$ cat src/rtl/adc_sched_pkg.sv
// ---------------------------------------------------------------------------
// adc_sched_pkg
// Shared types for the ADC conversion scheduler and the menu FSM.
//   NUM_ADC        : number of ADC front-ends served by the scheduler
//   adc_id_t       : ADC select code (also the bit index into conv_done)
//   sched_state_t  : scheduler FSM states
//   adc_onehot()   : select code -> one-hot enable vector
// ---------------------------------------------------------------------------
package adc_sched_pkg;

  localparam int NUM_ADC = 4;

  typedef enum logic [1:0] {
    ADC_PWM  = 2'd0,
    ADC_R2R  = 2'd1,
    ADC_SAR  = 2'd2,
    ADC_XADC = 2'd3
  } adc_id_t;

  typedef enum logic [2:0] {
    ST_GUARD,
    ST_SETTLE,
    ST_WAIT_PERIOD,
    ST_START,
    ST_WAIT_DONE
  } sched_state_t;

  function automatic logic [NUM_ADC-1:0] adc_onehot(input adc_id_t id);
    return NUM_ADC'(1) << id;
  endfunction

endpackage

$ cat src/rtl/adc_conv_scheduler_if.sv
// ---------------------------------------------------------------------------
// adc_conv_scheduler_if
// Bundles the scheduler's menu, ADC front-end and sample-stream signals.
//   master : the scheduler (drives enables, conv_start, sample stream)
//   slave  : the environment (drives adc_sel, conv_done, conv_data)
// Parameter DATA_W : sample width; conv_data carries NUM_ADC slices.
// ---------------------------------------------------------------------------
interface adc_conv_scheduler_if #(
  parameter int DATA_W = 12
);
  import adc_sched_pkg::*;

  logic [1:0]              adc_sel;
  logic [NUM_ADC-1:0]      conv_done;
  logic [NUM_ADC*DATA_W-1:0] conv_data;
  logic                    pwm_en;
  logic                    r2r_en;
  logic                    sar_en;
  logic                    xadc_en;
  logic                    conv_start;
  logic [DATA_W-1:0]       sample_data;
  logic [1:0]              sample_src;
  logic                    sample_valid;
  logic                    timeout_err;
  logic                    busy;

  modport master (
    input  adc_sel, conv_done, conv_data,
    output pwm_en, r2r_en, sar_en, xadc_en, conv_start,
           sample_data, sample_src, sample_valid, timeout_err, busy
  );

  modport slave (
    output adc_sel, conv_done, conv_data,
    input  pwm_en, r2r_en, sar_en, xadc_en, conv_start,
           sample_data, sample_src, sample_valid, timeout_err, busy
  );

endinterface

$ cat src/rtl/adc_conv_scheduler_timer.sv
// ---------------------------------------------------------------------------
// sched_timer
// Loadable down-counter. Loading value N-1 makes expired_o rise exactly N
// cycles later; the counter then holds at zero until reloaded.
//   clk, reset   : clock, asynchronous active-low reset (count = RST_VAL)
//   load_i       : load load_val_i this cycle (takes priority over counting)
//   load_val_i   : value to load
//   expired_o    : count is zero
// ---------------------------------------------------------------------------
module sched_timer #(
  parameter int               WIDTH   = 8,
  parameter logic [WIDTH-1:0] RST_VAL = '0
) (
  input  logic             clk,
  input  logic             reset,
  input  logic             load_i,
  input  logic [WIDTH-1:0] load_val_i,
  output logic             expired_o
);

  logic [WIDTH-1:0] cnt_q, cnt_d;

  // NOTE: every combinational output gets a default first so no path leaves it unassigned (no latch).
  always_comb begin
    cnt_d = cnt_q;
    if (load_i)              cnt_d = load_val_i;
    else if (cnt_q != '0)    cnt_d = cnt_q - WIDTH'(1);
  end

  // NOTE: clocked state uses non-blocking assignments so all flops update together.
  always_ff @(posedge clk or negedge reset) begin
    if (!reset) cnt_q <= RST_VAL;
    else        cnt_q <= cnt_d;
  end

  assign expired_o = (cnt_q == '0);

endmodule

$ cat src/rtl/adc_conv_scheduler.sv
// ---------------------------------------------------------------------------
// adc_conv_scheduler
// Drives exactly one ADC enable from the menu selection, with a dead-time
// guard and settling delay on every switch, issues periodic conv_start
// pulses, collects results with a timeout and emits one sample stream.
//   clk, reset : clock, asynchronous active-low reset
//   bus        : adc_conv_scheduler_if.master (adc_sel, conv_done, conv_data
//                in; enables, conv_start, sample_*, timeout_err, busy out)
// Build option: define ADC_SCHED_AVG_EN to output the mean of every four
// valid conversions instead of each conversion.
// ---------------------------------------------------------------------------
module adc_conv_scheduler
  import adc_sched_pkg::*;
#(
  parameter int SAMPLE_PERIOD  = 100_000,
  parameter int GUARD_CYCLES   = 16,
  parameter int SETTLE_CYCLES  = 1_000,
  parameter int TIMEOUT_CYCLES = 50_000,
  parameter int DATA_W         = 12
) (
  input  logic                 clk,
  input  logic                 reset,
  adc_conv_scheduler_if.master bus
);

  localparam int GS_MAX = (GUARD_CYCLES > SETTLE_CYCLES) ? GUARD_CYCLES : SETTLE_CYCLES;
  localparam int GS_W   = $clog2(GS_MAX + 1);
  localparam int PER_W  = $clog2(SAMPLE_PERIOD + 1);
  localparam int TO_W   = $clog2(TIMEOUT_CYCLES + 1);

  // Timers count N-1 .. 0 so that a phase lasts exactly N cycles.
  localparam logic [GS_W-1:0]  GUARD_LD  = GS_W'(GUARD_CYCLES - 1);
  localparam logic [GS_W-1:0]  SETTLE_LD = GS_W'(SETTLE_CYCLES - 1);
  localparam logic [PER_W-1:0] PER_LD    = PER_W'(SAMPLE_PERIOD - 1);
  localparam logic [TO_W-1:0]  TO_LD     = TO_W'(TIMEOUT_CYCLES - 1);

  sched_state_t        state_q, state_d;
  adc_id_t             sel_q, act_q, act_d;
  logic [NUM_ADC-1:0]  en_q, en_d;
  logic                start_q, busy_q, valid_q, valid_d, terr_q, terr_d;
  logic [DATA_W-1:0]   data_q, data_d, data_sel;
  adc_id_t             src_q, src_d;
  logic                conv_hit, to_hit, guard_entry;
  logic                gs_load, gs_exp, per_exp, to_exp, start_load;
  logic [GS_W-1:0]     gs_val;

  assign data_sel = bus.conv_data[int'(act_q)*DATA_W +: DATA_W];

  // ---------------- next-state logic ----------------
  always_comb begin
    state_d  = state_q;
    act_d    = act_q;
    conv_hit = 1'b0;
    to_hit   = 1'b0;
    unique case (state_q)
      ST_GUARD: begin
        // adc_sel changes here are simply picked up at expiry.
        if (gs_exp) begin
          act_d   = sel_q;
          state_d = ST_SETTLE;
        end
      end
      ST_SETTLE: begin
        if (sel_q != act_q) state_d = ST_GUARD;
        else if (gs_exp)    state_d = ST_START;
      end
      ST_START: begin
        state_d = (sel_q != act_q) ? ST_GUARD : ST_WAIT_DONE;
      end
      ST_WAIT_DONE: begin
        // Abort wins over a same-cycle done so the in-flight result is dropped.
        if (sel_q != act_q) begin
          state_d = ST_GUARD;
        end else if (bus.conv_done[act_q] || to_exp) begin
          conv_hit = bus.conv_done[act_q];
          to_hit   = !bus.conv_done[act_q];
          // Period already elapsed: exactly one owed start, taken immediately.
          state_d  = per_exp ? ST_START : ST_WAIT_PERIOD;
        end
      end
      ST_WAIT_PERIOD: begin
        if (sel_q != act_q) state_d = ST_GUARD;
        else if (per_exp)   state_d = ST_START;
      end
      default: state_d = ST_GUARD;
    endcase
  end

  assign guard_entry = (state_d == ST_GUARD) && (state_q != ST_GUARD);
  assign gs_load     = guard_entry || ((state_d == ST_SETTLE) && (state_q != ST_SETTLE));
  assign gs_val      = guard_entry ? GUARD_LD : SETTLE_LD;
  // Loading on START entry makes successive starts exactly SAMPLE_PERIOD apart.
  assign start_load  = (state_d == ST_START);

  // Enables follow the next state, so they only move on GUARD entry/exit.
  assign en_d = (state_d == ST_GUARD) ? '0 : adc_onehot(act_d);

  // ---------------- sample path ----------------
`ifdef ADC_SCHED_AVG_EN
  logic [DATA_W+1:0] acc_q, acc_d, acc_sum;
  logic [1:0]        avg_cnt_q, avg_cnt_d;

  always_comb begin
    valid_d   = 1'b0;
    data_d    = data_q;
    src_d     = src_q;
    terr_d    = terr_q | to_hit;
    acc_d     = acc_q;
    avg_cnt_d = avg_cnt_q;
    acc_sum   = acc_q + {2'b00, data_sel};
    if (guard_entry || to_hit) begin
      acc_d     = '0;
      avg_cnt_d = '0;
    end else if (conv_hit) begin
      if (avg_cnt_q == 2'd3) begin
        valid_d   = 1'b1;
        data_d    = acc_sum[DATA_W+1:2];
        src_d     = act_q;
        acc_d     = '0;
        avg_cnt_d = '0;
      end else begin
        acc_d     = acc_sum;
        avg_cnt_d = avg_cnt_q + 2'd1;
      end
    end
  end

  always_ff @(posedge clk or negedge reset) begin
    if (!reset) begin
      acc_q     <= '0;
      avg_cnt_q <= '0;
    end else begin
      acc_q     <= acc_d;
      avg_cnt_q <= avg_cnt_d;
    end
  end
`else
  always_comb begin
    valid_d = conv_hit;
    data_d  = conv_hit ? data_sel : data_q;
    src_d   = conv_hit ? act_q : src_q;
    terr_d  = terr_q | to_hit;
  end
`endif

  // ---------------- registers ----------------
  always_ff @(posedge clk or negedge reset) begin
    if (!reset) begin
      state_q <= ST_GUARD;
      sel_q   <= ADC_PWM;
      act_q   <= ADC_PWM;
      en_q    <= '0;
      start_q <= 1'b0;
      busy_q  <= 1'b1;
      valid_q <= 1'b0;
      data_q  <= '0;
      src_q   <= ADC_PWM;
      terr_q  <= 1'b0;
    end else begin
      state_q <= state_d;
      sel_q   <= adc_id_t'(bus.adc_sel);
      act_q   <= act_d;
      en_q    <= en_d;
      start_q <= (state_d == ST_START);
      busy_q  <= (state_d == ST_GUARD) || (state_d == ST_SETTLE) ||
                 (state_d == ST_WAIT_DONE);
      valid_q <= valid_d;
      data_q  <= data_d;
      src_q   <= src_d;
      terr_q  <= terr_d;
    end
  end

  // ---------------- timers ----------------
  sched_timer #(.WIDTH(GS_W), .RST_VAL(GUARD_LD)) u_gs_timer (
    .clk(clk), .reset(reset), .load_i(gs_load), .load_val_i(gs_val), .expired_o(gs_exp)
  );

  sched_timer #(.WIDTH(PER_W), .RST_VAL('0)) u_per_timer (
    .clk(clk), .reset(reset), .load_i(start_load), .load_val_i(PER_LD), .expired_o(per_exp)
  );

  sched_timer #(.WIDTH(TO_W), .RST_VAL('0)) u_to_timer (
    .clk(clk), .reset(reset), .load_i(start_load), .load_val_i(TO_LD), .expired_o(to_exp)
  );

  // ---------------- outputs ----------------
  assign bus.pwm_en       = en_q[ADC_PWM];
  assign bus.r2r_en       = en_q[ADC_R2R];
  assign bus.sar_en       = en_q[ADC_SAR];
  assign bus.xadc_en      = en_q[ADC_XADC];
  assign bus.conv_start   = start_q;
  assign bus.busy         = busy_q;
  assign bus.sample_valid = valid_q;
  assign bus.sample_data  = data_q;
  assign bus.sample_src   = src_q;
  assign bus.timeout_err  = terr_q;

endmodule

$ cat src/flat_wrapper.sv
// flat-port wrapper written by rule: the top's interface ports become plain ports
module adc_conv_scheduler_flat import adc_sched_pkg::*;
#(
  parameter int SAMPLE_PERIOD  = 100_000,
  parameter int GUARD_CYCLES   = 16,
  parameter int SETTLE_CYCLES  = 1_000,
  parameter int TIMEOUT_CYCLES = 50_000,
  parameter int DATA_W         = 12
)
  (clk, reset, bus_adc_sel, bus_conv_done, bus_conv_data, bus_pwm_en, bus_r2r_en, bus_sar_en, bus_xadc_en, bus_conv_start, bus_sample_data, bus_sample_src, bus_sample_valid, bus_timeout_err, bus_busy);
  adc_conv_scheduler_if #(.DATA_W(DATA_W)) bus_i ();
  input  logic clk;
  input  logic reset;
  input wire logic [$bits(bus_i.adc_sel)-1:0] bus_adc_sel;
  input wire logic [$bits(bus_i.conv_done)-1:0] bus_conv_done;
  input wire logic [$bits(bus_i.conv_data)-1:0] bus_conv_data;
  output wire logic [$bits(bus_i.pwm_en)-1:0] bus_pwm_en;
  output wire logic [$bits(bus_i.r2r_en)-1:0] bus_r2r_en;
  output wire logic [$bits(bus_i.sar_en)-1:0] bus_sar_en;
  output wire logic [$bits(bus_i.xadc_en)-1:0] bus_xadc_en;
  output wire logic [$bits(bus_i.conv_start)-1:0] bus_conv_start;
  output wire logic [$bits(bus_i.sample_data)-1:0] bus_sample_data;
  output wire logic [$bits(bus_i.sample_src)-1:0] bus_sample_src;
  output wire logic [$bits(bus_i.sample_valid)-1:0] bus_sample_valid;
  output wire logic [$bits(bus_i.timeout_err)-1:0] bus_timeout_err;
  output wire logic [$bits(bus_i.busy)-1:0] bus_busy;
  assign bus_i.adc_sel = bus_adc_sel;
  assign bus_i.conv_done = bus_conv_done;
  assign bus_i.conv_data = bus_conv_data;
  assign bus_pwm_en = bus_i.pwm_en;
  assign bus_r2r_en = bus_i.r2r_en;
  assign bus_sar_en = bus_i.sar_en;
  assign bus_xadc_en = bus_i.xadc_en;
  assign bus_conv_start = bus_i.conv_start;
  assign bus_sample_data = bus_i.sample_data;
  assign bus_sample_src = bus_i.sample_src;
  assign bus_sample_valid = bus_i.sample_valid;
  assign bus_timeout_err = bus_i.timeout_err;
  assign bus_busy = bus_i.busy;
  adc_conv_scheduler #(.SAMPLE_PERIOD(SAMPLE_PERIOD), .GUARD_CYCLES(GUARD_CYCLES), .SETTLE_CYCLES(SETTLE_CYCLES), .TIMEOUT_CYCLES(TIMEOUT_CYCLES), .DATA_W(DATA_W)) u_core (.clk(clk), .reset(reset), .bus(bus_i));
endmodule
$ cat config.mk
export PLATFORM = sky130hd
export DESIGN_NAME = adc_conv_scheduler_flat
export DESIGN_NICKNAME = d
export VERILOG_FILES = /design/src/rtl/adc_sched_pkg.sv /design/src/rtl/adc_conv_scheduler_if.sv /design/src/rtl/adc_conv_scheduler_timer.sv /design/src/rtl/adc_conv_scheduler.sv /design/src/flat_wrapper.sv
export SDC_FILE = /design/constraint.sdc
export NUM_CORES = 1
export LEC_CHECK = 0
export CORE_MARGIN = 4
export CORE_UTILIZATION = 52
export CTS_CLUSTER_SIZE = 24
export DETAILED_ROUTE_END_ITERATION = 7
export PLACE_DENSITY = 0.85
export SLEW_MARGIN = 15
export SYNTH_ARGS = -nofsm -noshare
export SYNTH_HDL_FRONTEND = slang
export SYNTH_SLANG_ARGS = --single-unit
$ cat constraint.sdc
create_clock -name clk -period 2.7 [get_ports clk]
set_input_delay 0.54 -clock clk [delete_from_list [all_inputs] [get_ports clk]]
set_output_delay 0.54 -clock clk [all_outputs]
set_load 0.02 [all_outputs]
==> run summary, run 1 <==
The die span in y came out at 93.4 microns. The number of max-slew violations in the final report is 0. Post-layout net count: 490. Library cell with the highest instance count after synthesis: sky130_fd_sc_hd__dfrtp_1. Global routing used 20.7% of the available tracks. The worst setup path is launched from a register.

For this run, the top clock speed supported by timing is 0.406 GHz. The run gives 0 as the initial antenna violation count. 78 I/O pins were placed. Yosys printed 0 warnings. The die covers 8720 sq um. Source-to-sink clock delay at the later pin of the worst-skew pair: 0.35 ns.

Max-cap violations in this run came to 0. After detailed routing, the total wire length is 8.35 mm. The floorplan has 30 rows. The H-tree was split into 3 levels. The final number of setup-violating endpoints is 0. The clock passes through at most 2 buffers.

A synthesized cell averages 11.0 sq um. The detailed-route vias per instance works out to 5.53. Cell taking the most area after synthesis: sky130_fd_sc_hd__dfrtp_1. The number of filler cells placed in the layout is 499, and the clock input transition at the sequential cells of the worst setup and hold paths is 0.08 ns.

The tightest min-delay check is of the primary input to asynchronous set/reset pin type. The first global-routing pass estimated 14.3 mm of wire. The critical path goes through or4_1 > nor4_4 > o211ai_1 > a221o_1 > buf_4 > o211ai_1.

Sorting the synthesized cells by how often they occur yields sky130_fd_sc_hd__dfrtp_1, sky130_fd_sc_hd__nand2_1, sky130_fd_sc_hd__nor2_1. The tools report the root cell of the clock tree as sky130_fd_sc_hd__clkbuf_8. After synthesis, the share of flip-flops with an asynchronous set or reset is 100%. 0 antenna diodes ended up in the layout. For this run, design rule violations remaining after detail routing come to 0. The critical path's largest stage delay is 0.65 ns.

Entering global routing, the biggest net connects 73 pins. For the final routed database, the setup TNS stands at 0 ns. After clock tree synthesis, the repair step resized 0 gates.

Buffers placed on the I/O ports in this run total 77. When the netlist entered floorplanning its net count stood at 404. TritonCTS built the clock tree.

After synthesis, the cell types taking the most area are sky130_fd_sc_hd__dfrtp_1, sky130_fd_sc_hd__mux4_2, sky130_fd_sc_hd__xnor2_1, sky130_fd_sc_hd__mux2_2, sky130_fd_sc_hd__dfstp_2. For the core area, the log shows 6940 sq um. The share of cells above drive strength 1 works out to 16.8%. Power spread over the standard cell area amounts to 618 nW/um^2. The die outline width came out at 93.4 microns. Setup repair after global routing left no endpoint under its margin. The tools report the total congestion overflow after global routing as 0. For this block, the initial DRC count from the detailed router was 168. Compared with the post-synthesis result, the final layout area differs by 29.6%. Counting distinct cell types in the post-synthesis netlist gives 51.

The number of detailed-route iterations in the first pass is 4. The synthesized design contains 72 register bits. The count of antenna-violating nets left after detailed routing is 0, and the final critical-path required period is 2.46 ns.

Data on the critical path is required at its endpoint by 2.96 ns. The peak supply drop was 0.000532 V. Detailed routing inserted a total of 2939 vias. The most used flip-flop cell after synthesis is sky130_fd_sc_hd__dfrtp_1. In this run the worst path has a maximum fanout of 18. Summing every instance area after synthesis gives 3790 sq um. With fillers left out, the area of the finished cells amounts to 4910 sq um. The number of global-route vias before repair is 3089, and the number of endpoints with negative hold slack in the final report is 0.

Sequential cells were found to cover 47.7% of the synthesized design area. Headroom to the max-slew limit came out at 60.5%. The cell type with the highest occurrence count on the critical path was sky130_fd_sc_hd__o211ai_1. Data arrival at the endpoint of the critical path: 2.73 ns. The detail-routed net length per standard cell came out at 15.7 microns. The run gives 0 as the buffer count from post-CTS setup fixing.

Once detailed placement completed, the half-perimeter wirelength came to 6.30 mm. Among all stages on the critical path, the largest delay is contributed by sky130_fd_sc_hd__or4_1. For the pin with the worst max-slew slack, the measured transition is 0.586 ns.

The worst setup path is of the register to register kind. Clock tree synthesis inserted a total of 9 buffers. In this run the cell area measured after placement is 4690 sq um.

Synthesis produced 344 cells. The number of flops mapped to enable cells by yosys is 0, and the number of sinks driven by the clock tree is 72. At the end of routability-driven placement, the weighted congestion stood at 0.873. The flow ran to the end, and the final reports show no timing, DRC or antenna violations. Critical path endpoint category: a register.

The setup skew after layout was 0.00910 ns. The area share of the largest cell type after synthesis is 44.3%. The final worst-path cycle share is 91.2%. The analysis attributes to cell leakage a power of 2.00 nW. The run gives 54.6% as the starting density of the core. The number of hold buffers added after CTS was 0.
[area by class of cell]
cell class	count	area, sq um	share of cell area (%)
Clock buffer	10	128	2.60
Sequential cell	72	1810	36.8
Timing Repair Buffer	88	861	17.5
Clock inverter	6	92.6	1.89
Inverter	13	53.8	1.10
Tap cell	96	120	2.45
Multi-Input combinational cell	246	1850	37.6
[state kept, by name, indices dropped and copies added (netlist names), 2 cells and up]
| signal | cells |
|---|---|
| u_core.act_q | 2 |
| u_core.bus.sample_data | 12 |
| u_core.bus.sample_src | 2 |
| u_core.en_q | 4 |
| u_core.sel_q | 2 |
| u_core.state_q | 3 |
| u_core.u_gs_timer.cnt_q | 10 |
| u_core.u_per_timer.cnt_q | 17 |
| u_core.u_to_timer.cnt_q | 16 |
[cell usage in the layout, fill, tap and decap left out, types with 7 or more instances in the layout]
cell type,Yosys,layout
sky130_fd_sc_hd__a21oi_1,15,15
sky130_fd_sc_hd__buf_4,0,10
sky130_fd_sc_hd__clkbuf_8,0,9
sky130_fd_sc_hd__clkdlybuf4s50_1,0,76
sky130_fd_sc_hd__dfrtp_1,67,67
sky130_fd_sc_hd__inv_1,12,12
sky130_fd_sc_hd__mux2_2,16,16
sky130_fd_sc_hd__mux4_2,13,13
sky130_fd_sc_hd__nand2_1,32,32
sky130_fd_sc_hd__nand2b_1,7,7
sky130_fd_sc_hd__nor2_1,31,31
sky130_fd_sc_hd__nor3_1,9,9
sky130_fd_sc_hd__nor4_1,13,13
sky130_fd_sc_hd__or3_1,8,8
sky130_fd_sc_hd__or4_1,7,7
sky130_fd_sc_hd__xnor2_1,29,29
[critical path, delay by kind of cell, from the launching register on]
family | cells | cell delay, ns
compound gates | 3 | 0.68
flops | 1 | 0.43
simple gates | 2 | 1.05
buf+inv | 1 | 0.22
[metal layers]
metal	global-route usage [%]	part of all wire, %	wire length (microns)	vias up
met1	25.9	42	3480	1437
met4	4.76	0.93	78	0
met2	34.8	51	4280	83
li1	-	-	-	1410
met5	0	0	0	-
met3	6.76	6.2	516	9
[logic make-up (layout without fill, tap and decap cells)]
logic type                 count (synthesis)  after routing  synth area share [%]
DFF                                       72             72                  47.7
muxes                                     31             31                  13.0
AOI/OAI and AO/OA                         45             45                  7.96
adders and majority gates                  4              4                  1.32
xor gates and xnor gates                  30             30                  6.94
and+or+nand+nor                          136            136                  19.5
buffers and inverters                     26            117                  3.53
[through the flow]
| step | total power, mW | utilization [%] | hold slack (ns) | setup slack [ns] | std cells |
|---|---|---|---|---|---|
| CTS | 3.07 | 70.7 | 0.210 | 0.236 | 531 |
| detailed placement | 2.13 | 67.5 | 0.493 | 0.0901 | 515 |
| floorplan | 1.90 | - | 0.244 | 0.365 | 344 |
| finish | 3.04 | 70.7 | 0.206 | 0.237 | 531 |
| global placement | 2.11 | 67.5 | 0.487 | 0.120 | 515 |
| global route | 3.20 | 70.7 | 0.232 | 0.0967 | 531 |
[final timing paths]
path                                             start                           to  slack [ns]  cells past startpoint
setup / recovery           u_core.u_to_timer.cnt_q[11]   u_core.u_to_timer.cnt_q[1]        0.24                      6
hold / removal                                   reset  u_core.u_to_timer.cnt_q[11]        0.21                      2
setup reg to reg           u_core.u_to_timer.cnt_q[11]   u_core.u_to_timer.cnt_q[1]        0.24                      6
hold reg to reg                 u_core.bus.timeout_err       u_core.bus.timeout_err        0.51                      2
max in group asynchronous                        reset              u_core.bus.busy        2.17                      2
min in group clk                u_core.bus.timeout_err       u_core.bus.timeout_err        0.51                      2
[where the power goes]
part	leakage (nW)	switching [mW]	internal [mW]
registers	0.877	0.118	1.20
logic	1.02	0.336	0.447
clock network	0.103	0.414	0.525
No activity file was read; power rests on OpenSTA's default activity.
==> inputs of run 2 (changes only) <==
- CORE_ASPECT_RATIO: unset -> 0.6
==> run 2 against run 1 <==
Effect of this change:
- fmax fell by 1.3%
- first-iteration DRC count is 52% higher
- clock power up 17%
- clock skew decreased by 0.0059 ns
- register-to-register slack got worse by 0.03 ns
- largest cell class unchanged
- highest routed layer unchanged
==> run summary, run 2 (same netlist as run 1, synthesis figures left out) <==
The worst register-to-register path begins at u_core.u_gs_timer.cnt_q[0]. The detailed-route vias per instance is 5.73. Measured in cells, the most critical reg-to-reg path has a length of 8. After filler insertion, the fill cell instance count of the layout stands at 482. The analysis attributes to net switching a power of 0.932 mW. The top cell types in the final layout, fill and taps aside, are sky130_fd_sc_hd__clkdlybuf4s50_1, sky130_fd_sc_hd__dfrtp_1, sky130_fd_sc_hd__nand2_1, sky130_fd_sc_hd__nor2_1, sky130_fd_sc_hd__xnor2_1.

The first TritonRoute pass finished after 4 iterations. The detailed placement HPWL was 6.69 mm. For this run the aggregate overflow at the end of global routing stands at 0. The final critical-path required period is 2.50 ns, and the number of sinks driven by the clock tree is 72. The class of the most critical setup path was register to register. The run finished with clean final reports. The tools report the number of global-route vias before repair as 3263.

The starting density of the core was 55.1%; the core area was 6880 sq um. The register with the most flip-flops in the layout has 17 of them. The number of remaining DRC errors was 0. Number of CTS-inserted buffers: 9. Excluding fillers, the count of instances in the completed layout stands at 523. STA puts the critical path data required time at 2.95 ns. The run gives 0.33 ns as the source-to-sink clock delay at the later pin of the worst-skew pair. The summed negative setup slack over all endpoints was 0 ns.

The data arrival at the endpoint of the critical path is 2.74 ns, and the share of cells above drive strength 1 is 17.2%. The detail route stage leaves a number of antenna-violating nets equal to 0. Clock-pin slew was measured on the worst setup and hold paths at 0.06 ns. The net switching share of the total power was 28.6%; the highest achievable clock rate was 0.401 GHz.

The placed instance count is 507, and the share of power burned in combinational logic is 25.8%. Summed over all layers, the routed wires come to 9.07 mm. The run gives 22.7% as the total global-route track usage. The logs give 2 for the number of buffers on the longest clock path and 23 for the number of rows in the core area.

The logs give 0.848 for the routability congestion estimate and 0.000363 V for the peak supply drop. The tools report the critical path endpoint category as a register. Power spread over the standard cell area amounts to 654 nW/um^2.

The tree is rooted in a sky130_fd_sc_hd__clkbuf_16. The global-route wire length before repair was 15.5 mm. Entering global routing, the biggest net connects 66 pins.

Buffers inserted to repair hold after CTS numbered 0. The clock network fraction of design power is 33.9%. The worst setup path is launched from a register.

Number of vias after detailed routing: 2995. TritonCTS built the clock tree. The die is 74.1 microns tall. The worst register-to-register path has a setup slack of 0.20 ns. For met1 alone, demand over resource in global routing was 28.6%. Relative to the synthesized area, the layout overhead comes to 31.5%. The met3 usage was 9.27%; the slew of the pin with the lowest slew margin was 0.643 ns. Sequential cells burn 40.2% of the power.

The path type of the worst min-delay path was primary input to asynchronous set/reset pin. For the internal power summed over all cells, the log shows 2.32 mW. The setup skew after layout came out at 0.00323 ns. The tool flagged a number of max-cap violations equal to 0. The met2 capacity usage during global routing is 37.4%, and the post-layout net count is 491. The number of top-level pins was 78; the leakage power total was 2.05 nW. The number of endpoints with negative hold slack in the final report came out at 0. Leaving out fill and tap cells, the most frequent cell in the layout is sky130_fd_sc_hd__clkdlybuf4s50_1. Counting flops per register, the top entry is u_core.u_per_timer.cnt_q. The number of DRC markers in iteration 0 is 256, and the count of buffers from port buffering is 77. The busiest layer in global routing is met2. Setup violations remaining at the end of the flow were counted as 0.

The headroom to the max-slew limit was 56.7%. The buffer count from post-CTS setup fixing is 0, and the biggest fanout along the worst timing path is 18. The endpoint identified for the worst register-to-register timing path is u_core.u_to_timer.cnt_q[1]. 0 antenna diodes ended up in the layout. The detail-routed net length per standard cell was 17.3 microns.

The initial antenna violation count was 0. The worst path uses 92.4% of the clock period. The total area of sequential cells was 1810 sq um; the die outline width was 118 microns.

For the total die area, the log shows 8760 sq um. Number of max-slew violations in the final report: 0. Setup repair after global routing left no endpoint under its margin.

The number of levels in the clock H-tree was 3; the number of gates given a new drive strength after cts was 0. The run gives 1850 sq um as the multi-input logic area.
-- run 2: cell types whose count changed in the layout (fill, tap and decap cells not counted) --
cell                         previous run  this run
sky130_fd_sc_hd__clkbuf_8               9         2
sky130_fd_sc_hd__buf_12                 1         2
sky130_fd_sc_hd__clkbuf_16              0         9
sky130_fd_sc_hd__inv_6                  1         0
sky130_fd_sc_hd__bufinv_16              2         0
sky130_fd_sc_hd__clkinv_2               0         3
sky130_fd_sc_hd__clkbuf_1               1         0
sky130_fd_sc_hd__clkinvlp_4             2         1
-- run 2: area by class of cell --
cell class                      instances  area share [%]
Multi-Input combinational cell        246            37.1
Clock inverter                          5           0.628
Tap cell                               87            2.18
Timing Repair Buffer                   89            17.7
Clock buffer                           11            5.07
Inverter                               13            1.08
Sequential cell                        72            36.3
-- run 2: how the worst max path moves through the flow --
stage / end / slack (ns) / startpoint
6_report: u_core.u_to_timer.cnt_q[1] / 0.20 / u_core.u_gs_timer.cnt_q[0]
5_1_grt: u_core.u_to_timer.cnt_q[1] / 0.1 / u_core.u_gs_timer.cnt_q[0]
4_1_cts: u_core.u_to_timer.cnt_q[1] / 0.22 / u_core.u_gs_timer.cnt_q[0]
3_5_place_dp: u_core.u_per_timer.cnt_q[4] / 0.07 / bus_conv_done[3]
3_3_place_gp: u_core.u_per_timer.cnt_q[4] / 0.14 / bus_conv_done[3]
2_1_floorplan: u_core.u_per_timer.cnt_q[11] / 0.36 / u_core.u_to_timer.cnt_q[0]
-- run 2: per-layer routing --
| metal | up-vias | share of wire [%] |
|---|---|---|
| li1 | 1417 | - |
| met1 | 1494 | 45 |
| met2 | 72 | 47 |
| met3 | 12 | 6.7 |
| met4 | 0 | 0.98 |
| met5 | - | 0 |
-- run 2: power groups by stage --
stage | registers (mW) | clock network [mW] | logic (mW)
CTS | 1.31 | 1.13 | 0.847
global placement | 1.32 | 0 | 0.809
global route | 1.32 | 1.19 | 0.916
finish | 1.31 | 1.10 | 0.841
detailed placement | 1.32 | 0 | 0.835
floorplan | 1.28 | 0 | 0.617
-- run 2: worst max-delay path, stage by stage (launching register included) --
cell                       delay (ns)
sky130_fd_sc_hd__dfstp_2         0.38
sky130_fd_sc_hd__inv_1           0.05
sky130_fd_sc_hd__ha_1            0.19
sky130_fd_sc_hd__or4b_1          0.58
sky130_fd_sc_hd__o31ai_1         0.36
sky130_fd_sc_hd__nand2_1         0.13
sky130_fd_sc_hd__a221o_1         0.37
sky130_fd_sc_hd__buf_4           0.22
sky130_fd_sc_hd__o211ai_1        0.11
-- run 2: through the flow --
step | total power, mW | hold WS, ns | setup WS (ns) | utilization (%) | area (sq um)
floorplan | 1.90 | 0.244 | 0.365 | - | 3790
global placement | 2.12 | 0.398 | 0.139 | 68.3 | 4700
detailed placement | 2.16 | 0.401 | 0.0687 | 68.3 | 4700
CTS | 3.29 | 0.0412 | 0.223 | 72.4 | 4980
global route | 3.43 | 0.0469 | 0.0981 | 72.4 | 4980
finish | 3.26 | 0.0493 | 0.205 | 72.4 | 4980
==> inputs of run 3 (changes only) <==
- CORE_UTILIZATION: 52 -> 40
- PLACE_DENSITY: 0.85 -> 0.69
- SETUP_SLACK_MARGIN: unset -> 0.02
==> run 3 against run 2 <==
Effect of this change:
- worst setup slack worse by 0.0051 ns
- critical path depth stayed put
- final area is 2.4% higher
- global-route usage is 5.5 points lower
- fmax is 0.20% lower
- critical path type unchanged
- die area is 27% higher
- clock skew is 0.0055 ns higher
- power is 8.4% higher
- highest routed layer unchanged
- via count is 2.1% lower
- clock-buffer cell count is 1 lower
- final cell count is 8.0% higher
- largest power group is now clock
- combinational power is 2% lower
==> run summary, run 3 (same netlist as run 1, synthesis figures left out) <==
In this run the vertical extent of the chip is 83.4 microns. For the number of DRC markers in iteration 0, the log shows 170. In this run the worst setup path terminates at u_core.u_to_timer.cnt_q[1]. The peak supply drop was 0.000320 V. The analysis attributes to net switching a power of 0.943 mW.

Counting stages on the worst path, the most repeated cell is sky130_fd_sc_hd__o211ai_1. Cell with the largest stage delay on the worst path: sky130_fd_sc_hd__or3b_2. Counting flops per register, the top entry is u_core.u_per_timer.cnt_q.

The tools report the root cell of the clock tree as sky130_fd_sc_hd__clkbuf_16. In this run the core area contains 27 standard-cell rows. The repair_antennas step left the layout with diodes totalling 0. The number of filler cells placed in the layout came out at 784. From left edge to right edge, the die measures 134 microns. TritonCTS built the clock tree. The number of CTS-inserted buffers is 9. The logic depth of the worst register-to-register path is 8, and the final worst-path cycle share is 92.6%.

The buffer count from post-CTS setup fixing is 0, and the share of cells above drive strength 1 is 17.2%. Detailed placement ended at an HPWL of 6.72 mm. After detailed routing, the number of remaining DRC violations is 0. The core region is 9190 sq um. Flip-flop count of the largest register after layout: 17.

The tree built by TritonCTS fans out to 72 sinks. The number of max-slew violations in the final report is 0, and the detail-routed net length per standard cell is 15.9 microns. Initial antenna violation count: 0. The most common library cell in the layout ignoring fill and taps is sky130_fd_sc_hd__clkdlybuf4s50_1.

Routability congestion estimate: 0.794. Compared with the post-synthesis result, the final layout area differs by 34.6%. The logs give 39.4% for the clock network fraction of design power and 0.20 ns for the slack of the worst reg-to-reg path. After detailed routing, the total wire length is 8.99 mm. The tools report the leakage power total as 2.07 nW. The tools report the number of maximum-capacitance violations as 0. For this run, the slowest stage of the critical path takes 0.50 ns. For this design the top-level I/O count stands at 78. For this block, the via count after detailed routing is 2933. For this configuration, the core starts out at a cell density of 41.2%.

Traced cell by cell, the critical path runs through inv_1 > ha_2 > or3b_2 > nor4_4 > o211ai_1 > a221o_1 > buf_4 > o211ai_1. The worst setup path is of the register to register kind. In this run switching power makes up 26.7% of total power. The top cell types in the final layout, fill and taps aside, are sky130_fd_sc_hd__clkdlybuf4s50_1, sky130_fd_sc_hd__dfrtp_1, sky130_fd_sc_hd__nand2_1, sky130_fd_sc_hd__nor2_1, sky130_fd_sc_hd__xnor2_1. Global routing finished with a remaining overflow of 0.

The data arrival at the endpoint of the critical path is 2.75 ns. In this run the critical register-to-register path is launched from u_core.u_to_timer.cnt_q[0]. Setup total negative slack on the finished layout was measured at 0 ns. The setup skew after layout was 0.00869 ns. Static timing analysis puts the maximum clock frequency at 0.400 GHz. The worst setup path is launched from a register.

Port buffering added 77 buffers. Grouping stages by cell kind, the critical path spends the most delay in compound AO/OA/AOI/OAI gates. Final number of setup-violating endpoints: 0. In the routed layout, each cell is associated on average with a via count of 5.19.

The slew of the pin with the lowest slew margin came out at 0.643 ns. Counting both buffers and inverters, the worst setup path holds a total of 2. After clock tree synthesis, the clock-pin slew on the worst setup and hold paths is 0.06 ns. Combinational logic is responsible for 23.4% of the overall power. The number of endpoints with negative hold slack in the final report came out at 0. The flow ran to the end, and the final reports show no timing, DRC or antenna violations. The path type of the worst min-delay path is primary input to asynchronous set/reset pin. The net count of the finished layout is 490.

The total die area came out at 11100 sq um. Entering global routing, the biggest net connects 73 pins. The total power divided by cell area was 692 nW/um^2; the global-route wire length before repair was 15.2 mm. The final critical-path required period works out to 2.50 ns. STA puts the critical path data required time at 2.95 ns. The H-tree was split into 3 levels. The source-to-sink clock delay at the later pin of the worst-skew pair is 0.33 ns, and the biggest fanout along the worst timing path is 18.

Measured against its own limit, the worst slew margin works out to 56.7%. The critical path crosses 8 cells after its start point. Once detail routing completed, the nets flagged for antenna violations numbered 0. The sequential power share was 37.2%.

Across every metal layer, demand over resource in global routing totals 17.2%. The longest clock path from root to sink contains 2 buffers. The most critical setup path has its startpoint at u_core.u_to_timer.cnt_q[0]. Setup repair after global routing left no endpoint under its margin. After layout, the design draws a total of 3.53 mW. In this run the critical register-to-register path is captured at u_core.u_to_timer.cnt_q[1].

The worst setup path is captured at a register. The run gives 3013 as the number of global-route vias before repair. The run gives 4 as the number of detailed-route iterations in the first pass. Cell internal power was estimated by the tool at 2.59 mW.
run 3: cell count changes in the layout (fill, tap and decap cells not counted):
cell / change
sky130_fd_sc_hd__clkinv_4: -1
sky130_fd_sc_hd__clkinv_2: -3
sky130_fd_sc_hd__clkbuf_8: -1
sky130_fd_sc_hd__clkinvlp_4: +1
sky130_fd_sc_hd__ha_1: -1
sky130_fd_sc_hd__ha_2: +1
sky130_fd_sc_hd__bufinv_16: +3
sky130_fd_sc_hd__buf_4: -1
sky130_fd_sc_hd__inv_6: +1
run 3: power by group through the flow:
stage	logic (mW)	clock network (mW)	registers (mW)
floorplan	0.617	0	1.28
global placement	0.807	0	1.32
detailed placement	0.832	0	1.33
CTS	0.839	1.42	1.32
global route	0.910	1.48	1.33
finish	0.826	1.39	1.31
run 3: cell type report:
class / instances / area, sq um / area share [%]
inverter: 13 / 53.8 / 1.05
tap: 130 / 163 / 3.19
clock inverter: 6 / 114 / 2.23
timing repair buffer: 88 / 873 / 17.1
clock buffer: 10 / 239 / 4.69
multi-input combinational: 246 / 1850 / 36.3
sequential: 72 / 1810 / 35.5
run 3: worst min path at each step:
stage               cells past startpoint                         end  slack [ns]
global route                            2   u_core.bus.sample_data[9]        0.25
detailed placement                      2      u_core.bus.timeout_err        0.47
CTS                                     2  u_core.u_gs_timer.cnt_q[4]        0.24
floorplan                               0             u_core.act_q[0]        0.24
global placement                        2      u_core.bus.timeout_err        0.47
finish                                  2  u_core.u_gs_timer.cnt_q[4]        0.23
run 3: layer usage:
layer / GRT usage, % / share of wire, % / up-vias
li1: - / - / 1423
met1: 24.0 / 49 / 1440
met2: 25.6 / 45 / 63
met3: 5.15 / 5.0 / 7
met4: 5.42 / 0.87 / 0
met5: 0 / 0 / -
run 3: metrics by stage:
| step | area [sq um] | hold slack, ns | utilization [%] | worst slack (ns) | instances |
|---|---|---|---|---|---|
| finish | 5100 | 0.229 | 55.5 | 0.200 | 565 |
| global route | 5100 | 0.249 | 55.5 | 0.0286 | 565 |
| detailed placement | 4740 | 0.471 | 51.6 | 0.0909 | 549 |
| global placement | 4740 | 0.473 | 51.6 | 0.142 | 549 |
| floorplan | 3790 | 0.244 | - | 0.365 | 344 |
| CTS | 5100 | 0.244 | 55.5 | 0.115 | 565 |
run 3: timing repair:
action | CTS | global route
resized for setup | 0 | 1
endpoints found under the hold margin | 0 | 0
hold buffers | 0 | 0
setup endpoints to repair | 0 | 18
